**src/rtl/cordic_phase_gen.sv**
```systemverilog
// -----------------------------------------------------------------------------
// cordic_phase_gen
//
// Phase-accumulator sequencer feeding a pipelined CORDIC rotator. Emits one
// 32-bit angle per cycle while running, plus the constant Xin/Yin seed, and
// carries a {valid, last} token through a delay line whose depth equals the
// rotator latency. sample_valid / sample_last / done therefore line up with
// the rotator's sine/cosine outputs.
//
// States: IDLE (config accepted, waiting for start), RUN (one angle issued
// per cycle), DRAIN (waits for the final token to leave the delay line).
//
// Optional build macro: CORDIC_PHASE_DITHER_EN
//   defined   -> a 16-bit Fibonacci LFSR (taps 16,14,13,11, seed 0xACE1)
//                adds its low byte to the issued angle as phase dither; the
//                accumulator itself is untouched.
//   undefined -> angle is exactly the accumulator.
//
// Parameters:
//   WIDTH    width of Xin/Yin
//   X_SCALE  constant driven on Xin (gain-compensated amplitude)
//   LATENCY  rotator latency in clocks = delay-line depth (>= 1)
//
// Ports:
//   clock, reset          rising-edge clock, synchronous active-high reset
//   cfg_valid/cfg_ready   config handshake (ready only in IDLE)
//   cfg_ftw               phase step per sample (2^32 = 360 deg)
//   cfg_phase             start phase
//   cfg_count             samples per burst, 0 = continuous until stop
//   start / stop          begin run (IDLE) / end run (RUN)
//   busy                  high in RUN or DRAIN
//   angle                 angle to the rotator
//   Xin / Yin             constant X_SCALE / 0
//   sample_valid/_last    rotator output qualifiers, LATENCY after issue
//   done                  one-cycle pulse with the final sample_valid
// -----------------------------------------------------------------------------
module cordic_phase_gen #(
    parameter int WIDTH   = 16,
    parameter int X_SCALE = 19429,
    parameter int LATENCY = 16
) (
    input  logic             clock,
    input  logic             reset,
    input  logic             cfg_valid,
    output logic             cfg_ready,
    input  logic [31:0]      cfg_ftw,
    input  logic [31:0]      cfg_phase,
    input  logic [15:0]      cfg_count,
    input  logic             start,
    input  logic             stop,
    output logic             busy,
    output logic [31:0]      angle,
    output logic [WIDTH-1:0] Xin,
    output logic [WIDTH-1:0] Yin,
    output logic             sample_valid,
    output logic             sample_last,
    output logic             done
);

    typedef enum logic [1:0] {
        ST_IDLE,
        ST_RUN,
        ST_DRAIN
    } state_t;

    // Drain counter only needs to reach LATENCY-1.
    localparam int DCW = (LATENCY > 1) ? $clog2(LATENCY) : 1;

    state_t             state_q,     state_d;
    logic [31:0]        ftw_q,       ftw_d;
    logic [31:0]        phase_q,     phase_d;
    logic [15:0]        count_q,     count_d;
    logic [31:0]        acc_q,       acc_d;
    logic [15:0]        issued_q,    issued_d;
    logic [DCW-1:0]     drain_q,     drain_d;
    logic [LATENCY-1:0] dly_valid_q, dly_valid_d;
    logic [LATENCY-1:0] dly_last_q,  dly_last_d;

    logic issue_valid;
    logic issue_last;

`ifdef CORDIC_PHASE_DITHER_EN
    logic [15:0] lfsr_q, lfsr_d;
    logic        lfsr_fb;
    assign lfsr_fb = lfsr_q[15] ^ lfsr_q[13] ^ lfsr_q[12] ^ lfsr_q[10];
`endif

    // Every RUN cycle issues one angle; the last one is flagged either by
    // stop or by reaching the programmed count (both at once still yield a
    // single last token).
    assign issue_valid = (state_q == ST_RUN);
    assign issue_last  = issue_valid &
                         (stop | ((count_q != 16'd0) && (issued_q == count_q - 16'd1)));

    always_comb begin
        // NOTE: every variable gets a default first so no path can infer a latch.
        state_d  = state_q;
        ftw_d    = ftw_q;
        phase_d  = phase_q;
        count_d  = count_q;
        acc_d    = acc_q;
        issued_d = issued_q;
        drain_d  = drain_q;
`ifdef CORDIC_PHASE_DITHER_EN
        lfsr_d   = lfsr_q;
`endif

        case (state_q)
            ST_IDLE: begin
                if (cfg_valid) begin
                    ftw_d   = cfg_ftw;
                    phase_d = cfg_phase;
                    count_d = cfg_count;
                end
                if (start) begin
                    // A config accepted in the same cycle takes effect now.
                    acc_d    = cfg_valid ? cfg_phase : phase_q;
                    issued_d = 16'd0;
                    state_d  = ST_RUN;
                end
            end

            ST_RUN: begin
                issued_d = issued_q + 16'd1;
                if (issue_last) begin
                    // Accumulator stays put so angle holds the final value.
                    state_d = ST_DRAIN;
                    drain_d = DCW'(LATENCY - 1);
                end else begin
                    acc_d = acc_q + ftw_q;
`ifdef CORDIC_PHASE_DITHER_EN
                    lfsr_d = {lfsr_q[14:0], lfsr_fb};
`endif
                end
            end

            ST_DRAIN: begin
                if (drain_q == '0) begin
                    state_d = ST_IDLE;
                end else begin
                    drain_d = drain_q - DCW'(1);
                end
            end

            default: state_d = ST_IDLE;
        endcase

        // Token delay line: stage 0 takes the current issue, the final stage
        // lines up with the rotator output.
        dly_valid_d[0] = issue_valid;
        dly_last_d[0]  = issue_last;
        for (int i = 1; i < LATENCY; i++) begin
            dly_valid_d[i] = dly_valid_q[i-1];
            dly_last_d[i]  = dly_last_q[i-1];
        end
    end

    always_ff @(posedge clock) begin
        if (reset) begin
            state_q     <= ST_IDLE;
            ftw_q       <= '0;
            phase_q     <= '0;
            count_q     <= '0;
            acc_q       <= '0;
            issued_q    <= '0;
            drain_q     <= '0;
            // NOTE: the delay line is reset on purpose: a reset mid-run must
            // flush in-flight tokens so no stale sample_valid/done escapes.
            dly_valid_q <= '0;
            dly_last_q  <= '0;
`ifdef CORDIC_PHASE_DITHER_EN
            lfsr_q      <= 16'hACE1;
`endif
        end else begin
            // NOTE: non-blocking assignments so all flops update from the
            // same pre-edge values.
            state_q     <= state_d;
            ftw_q       <= ftw_d;
            phase_q     <= phase_d;
            count_q     <= count_d;
            acc_q       <= acc_d;
            issued_q    <= issued_d;
            drain_q     <= drain_d;
            dly_valid_q <= dly_valid_d;
            dly_last_q  <= dly_last_d;
`ifdef CORDIC_PHASE_DITHER_EN
            lfsr_q      <= lfsr_d;
`endif
        end
    end

`ifdef CORDIC_PHASE_DITHER_EN
    assign angle = acc_q + {24'd0, lfsr_q[7:0]};
`else
    assign angle = acc_q;
`endif

    assign cfg_ready    = (state_q == ST_IDLE);
    assign busy         = (state_q != ST_IDLE);
    assign Xin          = WIDTH'(X_SCALE);
    assign Yin          = '0;
    assign sample_valid = dly_valid_q[LATENCY-1];
    assign sample_last  = dly_valid_q[LATENCY-1] & dly_last_q[LATENCY-1];
    assign done         = dly_valid_q[LATENCY-1] & dly_last_q[LATENCY-1];

endmodule

```
**config.mk**
```make
export PLATFORM = sky130hd
export DESIGN_NAME = cordic_phase_gen
export DESIGN_NICKNAME = d
export VERILOG_FILES = /design/src/rtl/cordic_phase_gen.sv
export SDC_FILE = /design/constraint.sdc
export NUM_CORES = 1
export LEC_CHECK = 0
export BUFFER_PORTS_ARGS = -buffer_cell sky130_fd_sc_hd__buf_2
export CELL_PAD_IN_SITES_DETAIL_PLACEMENT = 1
export CELL_PAD_IN_SITES_GLOBAL_PLACEMENT = 1
export CORE_ASPECT_RATIO = 0.8
export CORE_MARGIN = 3
export CORE_UTILIZATION = 42
export DETAILED_ROUTE_END_ITERATION = 16
export PLACE_DENSITY_LB_ADDON = 0.12
export SKIP_CTS_REPAIR_TIMING = 1
export SYNTH_ARGS = -nofsm -noshare
export SYNTH_HDL_FRONTEND = slang
export SYNTH_SLANG_ARGS = --single-unit
```
**constraint.sdc**
```tcl
create_clock -name clock -period 3.5 [get_ports clock]
set_input_delay 0.525 -clock clock [delete_from_list [all_inputs] [get_ports clock]]
set_output_delay 0.525 -clock clock [all_outputs]
set_load 0.005 [all_outputs]
```
Word-level counts from Yosys, hierarchy flattened
Index checks and enable logic that the tools add are counted.
Cells by class
  reductions and logical operators: 12
  equality and inequality tests: 8
  add/sub/neg operators: 4
  muxes and demuxes: 13
  bitwise logic cells: 3
Operator list (number)
  $mux W32: 3
  $pmux W32 S2: 1
  $add A32 B32 Y32: 1
  $pmux W16 S2: 1
  $add A16 B1 Y16 const B: 1
  $eq A16 B16 Y1: 1
  $mux W16: 1
  $reduce_bool A16 Y1: 1
  $sub A16 B1 Y16 const B: 1
  $reduce_and A3 Y1: 3
  $mux W4: 2
  $pmux W4 S2: 1
  $mux W2: 3
  $ne A2 B2 Y1 const B: 3
  $pmux W2 S3: 1
  $reduce_bool A2 Y1: 3
  $logic_not A4 Y1: 1
  $ne A2 B1 Y1 const B: 2
  $reduce_and A2 Y1: 2
  $sub A4 B1 Y4 const B: 1
  $and A1 B1 Y1: 2
  $eq A2 B1 Y1 const B: 1
  $eq A2 B2 Y1 const B: 1
  $logic_not A2 Y1: 1
  2 further kinds: 2
Storage, ports and cells
  input bits: 85
  register bits: 166

Depth between registers and ports, before layout
Gate-level depths: netlist (run 1).
  word-level depth: 7
  gate-level depth with buffers: 12
  gate-level depth less buffers: 12

Worst setup path before layout (run 1)
No wires, ideal clock.
  path kind: register to register
  start point: reg count_q[2]
  end point: reg acc_q[23], in the netlist angle[23]
  data arrival time: 2.698 ns
  required time: 3.399 ns
  setup slack: 0.701 ns
  library setup time: 0.101 ns
  stages on the path, launching flop included: 13
  buffers on the path: 3
  cells stage by stage: dfxtp_1 > buf_2 > or4_1 > buf_2 > or2_1 > o311a_1 > nor4_1 > and4_1 > nor2_2 > a21boi_4 > buf_4 > nand3_1 > o41ai_1
Between the ends
  longest elaborated chain between the ends: 7
  elaborated cells on any way between the ends: 8
RTL lines
  from (decl): RTL line 72  | logic [15:0] count_q, count_d;
  from (signal assigned): RTL line 180  | count_q <= count_d;
  $sub A16 B1 Y16: RTL line 93  | (stop | ((count_q != 16'd0) && (issued_q == count_q - 16'd1)));
  $eq A16 B16 Y1: RTL line 93
  $logic_and A1 B1 Y1 (*): RTL line 93
  $or A1 B1 Y1 (*): RTL line 93
  $and A1 B1 Y1 (*): RTL line 92  | assign issue_last = issue_valid &
  $ne A2 B2 Y1 (no source line) (*)
  $reduce_and A3 Y1 (no source line) (*)
  to (signal assigned): RTL line 164  | acc_q <= '0;
  to (signal assigned): RTL line 181  | acc_q <= acc_d;
  to (decl): RTL line 73  | logic [31:0] acc_q, acc_d;
Every way passes the cells marked *; elsewhere a longest branch is shown, timed or not.
A chain may end at the register's enable or synchronous reset.

Final worst setup path (run 1)
  start point: reg count_q[0]
  end point: reg acc_q[24], in the netlist angle[24]
Same word-level chain as after synthesis.

==> results.yml, run 1 <==
clocking:
  clock-sinks: 166
  clockRootBuffer: "clkbuf_16"
  clk-insertion-delay-late_ns: 0.45
  cts_buffer_depth: 2
  htree_levels: 4
  cts_tree: "done"
  cts_buffers: 17
  cts.clk_slew.worst_paths_ns: 0.08
power:
  p_per_area_mw_per_mm2: 482
  p_leak_nw: 4.49
  peakVddDrop_uv: 363
global_routing:
  grt.overflow.total: 0
  grt_pass1_wl_um: 42600
  grt_max_degree: 87
  grt_pass1_vias: 8185
  antenna_found_initial: 1
  grtUsageTotal: 0.229
synth:
  synth_cells: 1130
  syn_area_sq_mm: 0.00891
  ys_types: 67
  synth_edf_count: 0
  syn_avg_cell_area_sq_um: 7.88
  ys_seq_area_frac: 0.373
  synth_most_common_cell: "nand2_1"
  synth_top_cell_by_area: "dfxtp_1"
  dominantRegCellSynth: "dfxtp_1"
  ys.warnings.count: 0
  synth_top_area_frac: 0.373
  ys_top_cells_by_count: "nand2_1 (216), dfxtp_1 (166), a21oi_1 (132)"
  yosys-top-cells-area: "dfxtp_1 (37%), nand2_1 (9.1%), a21oi_1 (7.4%)"
  synthArstFlopShare: 0
  ys_ff_latch: 166
route:
  met3WireLength_um: 1120
  drtIter0Drc: 451
  dr.pass1.iters: 4
  drc: 0
  top_layer_used: "met5"
  met1Wirelength_um: 13600
  ant_nets: 0
  met2_length_um: 11000
  via_per_inst: 5.45
  vias: 8117
  drt_wl_total_um: 26000
  drt-wirelength-per-cell_um: 17.4
critical_path:
  worst-path-max-fanout: 17
  crit_type: "flip-flop to flip-flop"
  start_kind: "flip-flop"
  path_buf_inv: 1
  endpoint_kind: "flip-flop"
  required_ns: 3.86
  path_cells: "or4_1 > or2_1 > o311a_1 > nor4_1 > and4_1 > nor2_2 > a21boi_4 > buf_4 > a31oi_1 > nor3_1"
  critPathSlowestCell: "or4_1"
  cp_top_family: "simple AND/OR/NAND/NOR gates"
  critPathMaxStageDelay_ns: 0.67
  cp.arrival_ns: 3.50
sta:
  setup_viol: 0
  post-route-min-period_ns: 3.14
  drv_slew: 0
  clock.fmax_ghz: 0.319
  tns_ns: 0
  tightestPinTransition_ns: 0.966
  hold_viol_final: 0
  relSlewSlack: 0.350
  final.period_utilization: 0.896
  fin_worst_skew_ns: 0.0155
  rsz0062_at_grt: "no"
placement:
  port-buffer-count: 121
  place.gp.congestion: 0.874
  dp_hpwl_um: 18600
status:
  outcome: "finished clean"
layout:
  utilization: 0.502
  drive_gt1_frac: 0.150
  nNetsFinal: 1333
  diodes: 0
  nFillCells: 2573
  area_growth_pct: 14.6
die:
  pin_count: 154
  fp.dieW_um: 169
  die-area_sq_mm: 0.0230
  rows: 46
  fp.dieH_um: 136
  start_util: 0.439
  core_area_sq_mm: 0.0203
min_path:
  hold_path.class: "primary input to flip-flop"
flow_run:
  maxCapViolCount: 0
[layer usage]
layer | vias to the layer above | track usage
met4 | 2 | 0.0568
met1 | 3870 | 0.339
met5 | - | 0
met2 | 166 | 0.346
li1 | 4054 | -
met3 | 25 | 0.0387
[sequential cells by signal, summed over array words and instances (netlist names)]
register and cells:
ftw_q 32, count_q 16, state_q 2, dly_valid_q 16, angle 32, phase_q 32
drain_q 4, issued_q 16, dly_last_q 16
[cell families after synthesis]
group,synth area share
adders and majority gates,0.0500
xor gates and xnor gates,0.0403
other,0.000843
muxes,0.0489
DFF,0.373
AOI/OAI and AO/OA,0.194
and+or+nand+nor,0.226
buffers and inverters,0.0675
[layout make-up]
type	instances	area, sq um	share of cell area
flip-flops and latches	166	3320	0.326
clock inverters	15	176	0.0173
repair buffers	136	758	0.0743
multi-input cells	871	5110	0.501
well taps	264	330	0.0324
inverters	21	78.8	0.00772
clock buffers	17	425	0.0417
[final timing paths]
check                               startpoint        endpoint  slack (ns)  cells past startpoint
worst max-delay path                count_q[0]       angle[24]        0.36                     10
worst min-delay path              cfg_count[9]      count_q[9]        0.31                      3
worst max register to register      count_q[0]       angle[24]        0.36                     10
worst min register to register  dly_last_q[14]  dly_last_q[15]        0.44                      1
[cells in the final DEF (no fill, tap or decap), types with 7 or more instances in the layout]
cell / n
o21ai_0: 39
nand2_1: 215
o211ai_1: 13
dfxtp_1: 166
a31oi_1: 15
and2_1: 7
a21o_1: 20
nor2b_1: 33
clkbuf_16: 17
ha_1: 34
xnor2_1: 25
buf_4: 13
xor2_1: 16
nor2_1: 73
buf_2: 120
and3_1: 11
mux2i_1: 39
a21oi_1: 132
conb_1: 32
nor4_1: 11
nor3_1: 23
inv_1: 20
nand3_1: 18
nand4_1: 11
a211oi_1: 19
[report_power, final]
group	internal [W]	switching (W)
Sequential	0.00200	0.0000965
Clock	0.000963	0.000944
Combinational	0.000363	0.000561
[through the flow]
stage / hold slack (ns) / instance area (sq um) / std cells / setup WS [ns] / power [W]
6_report: 0.307 / 10200 / 1490 / 0.364 / 0.00492
4_1_cts: 0.290 / 10200 / 1490 / 0.351 / 0.00496
5_1_grt: 0.299 / 10200 / 1490 / 0.0911 / 0.00517
2_1_floorplan: 0.414 / 9020 / 1160 / 0.701 / 0.00276
3_5_place_dp: 0.428 / 9610 / 1458 / 0.411 / 0.00305
3_3_place_gp: 0.415 / 9610 / 1458 / 0.452 / 0.00303
[worst reg2reg max path, delay by kind of cell (launching register included)]
family,cells,cell delay [ns]
buffers and inverters,1,0.26
flip-flops,1,0.37
AND/OR/NAND/NOR,6,1.84
AO/OA/AOI/OAI,3,0.59
Power figures use the tool's default switching activity.
==> run 2: changes to the inputs <==
Settings changed: CORE_UTILIZATION 42 to 45.
Clock period 3.5 ns to 4.05 ns, I/O delays scaled along.
==> run 2 against run 1 <==
  * Sequential power down 13%
  * Routed wire length up 1.6%
  * Sequential share of layout area up 0.16 points
  * Worst hold slack better by 0.096 ns
  * Largest cell class unchanged
  * Sequential cell count unchanged
  * Combinational power down 14%
  * Die area down 6.4%
  * Design area down 0.50%
  * Clock power down 14%
  * Clock-buffer cell count unchanged
  * Critical endpoint is now angle[10]
  * Critical path depth unchanged
  * Highest routed layer is now met4
  * Critical path type unchanged
  * Via count up 2.3%
==> results.yml, run 2 (synthesis gave the netlist of run 1 again) <==
status:
  outcome: "finished clean"
critical_path:
  r2r_setup_slack_ns: 0.49
  crit_type: "flip-flop to flip-flop"
  required_ns: 4.41
  rr_startpoint: "count_q[0]"
  r2r_end: "angle[10]"
  r2r_cells: 10
  endpoint_kind: "flip-flop"
  start_kind: "flip-flop"
  worst-path-max-fanout: 19
  cp.arrival_ns: 3.92
die:
  core_area_sq_mm: 0.0192
  start_util: 0.464
  die-area_sq_mm: 0.0215
  rows: 45
  fp.dieW_um: 163
  fp.dieH_um: 132
  pin_count: 154
route:
  ant_nets: 0
  drtIter0Drc: 529
  drt_wl_total_um: 26400
  drt-wirelength-per-cell_um: 17.8
  vias: 8306
  dr.pass1.iters: 5
  drc: 0
  via_per_inst: 5.60
power:
  p_leak_nw: 4.47
  p_int_w: 0.00287
  seq_power_share: 0.425
  p_per_area_mw_per_mm2: 419
  power_w: 0.00426
  p_sw_w: 0.00139
  p_clk_frac: 0.388
  peakVddDrop_uv: 227
  sw_frac_of_total: 0.326
  power_frac_comb: 0.186
clocking:
  cts.clk_slew.worst_paths_ns: 0.08
  clk-insertion-delay-late_ns: 0.44
  clockRootBuffer: "clkbuf_16"
  cts_tree: "done"
  cts_buffer_depth: 2
  clock-sinks: 166
  htree_levels: 4
  cts_buffers: 17
global_routing:
  grt_pass1_wl_um: 42600
  grt_pass1_vias: 8241
  grt_max_degree: 63
  antenna_found_initial: 1
  grtUsageTotal: 0.243
  grt.overflow.total: 0
min_path:
  holdPathStages: 3
  hold_path.class: "primary input to flip-flop"
  hp-start: "cfg_count[12]"
  min_to: "count_q[12]"
sta:
  hold_viol_final: 0
  post-route-min-period_ns: 3.56
  rsz0062_at_grt: "no"
  fin_worst_skew_ns: 0.0124
  relSlewSlack: 0.324
  final.period_utilization: 0.880
  clock.fmax_ghz: 0.281
  hold_ws_ns: 0.402
  setup_viol: 0
  drv_slew: 0
  tns_ns: 0
  tightestPinTransition_ns: 1.00
layout:
  drive_gt1_frac: 0.149
  nNetsFinal: 1332
  layout_common_cells: "nand2_1 (215), dfxtp_1 (166), a21oi_1 (132)"
  final_common_cell: "nand2_1"
  area_growth_pct: 14.0
  nFillCells: 2430
  final_cells: 1484
placement:
  port-buffer-count: 121
  place.gp.congestion: 0.905
  placedCellCount: 1451
  dp_hpwl_um: 18800
flow_run:
  maxCapViolCount: 0
[run 2: cell types whose count changed in the layout (fill, tap and decap cells not counted)]
cell	delta
diode_2	+1
clkinv_4	-1
inv_6	+1
buf_12	-3
buf_4	+2
clkinv_8	-1
inv_8	+2
clkinvlp_4	-1
[run 2: worst max-delay path, stage by stage, from the launching register on]
cell and delay (ns):
dfxtp_1 0.38, or4_1 0.68, or2_1 0.31, o311a_1 0.34, nor4_1 0.26, and4_1 0.35
nor2_2 0.09, a21boi_4 0.53, buf_4 0.30, a211oi_1 0.07, nor3_1 0.15
[run 2: worst max-delay path by stage]
stage,startpoint,endpoint,slack (ns),cells past startpoint
finish,count_q[0],angle[10],0.49,10
global route,count_q[0],angle[10],0.23,10
CTS,count_q[0],angle[10],0.51,10
detailed placement,count_q[0],angle[10],0.55,10
global placement,count_q[0],angle[10],0.69,10
floorplan,count_q[2],angle[23],1.25,12
[run 2: cell type report]
type	count	area, sq um	area share
Multi-Input combinational cell	871	5110	0.504
Sequential cell	166	3320	0.327
Timing Repair Buffer	135	713	0.0702
Clock buffer	17	425	0.0419
Tap cell	258	323	0.0318
Clock inverter	15	175	0.0172
Inverter	21	78.8	0.00776
Antenna cell	1	2.50	0.000246
[run 2: layer usage]
layer | global-route usage | share of wire | wire length (um)
met1 | 0.352 | 0.50 | 13100
met2 | 0.376 | 0.45 | 11800
met3 | 0.0386 | 0.042 | 1100
met4 | 0.0681 | 0.014 | 378
met5 | 0 | 0 | 0
[run 2: stage by stage]
stage                     utilization  setup WS, ns  instance area [sq um]
final                           0.529         0.488                  10200
after global routing            0.529         0.230                  10200
after CTS                       0.529         0.509                  10200
after detailed placement        0.498         0.554                   9550
after global placement          0.498         0.691                   9550
after floorplan                     -          1.25                   9020
[run 2: power by group through the flow]
stage	Clock (W)	Sequential, W	Combinational (W)
2_1_floorplan	0	0.00182	0.000568
3_3_place_gp	0	0.00184	0.000758
3_5_place_dp	0	0.00185	0.000781
4_1_cts	0.00168	0.00181	0.000792
5_1_grt	0.00176	0.00182	0.000888
6_report	0.00165	0.00181	0.000793
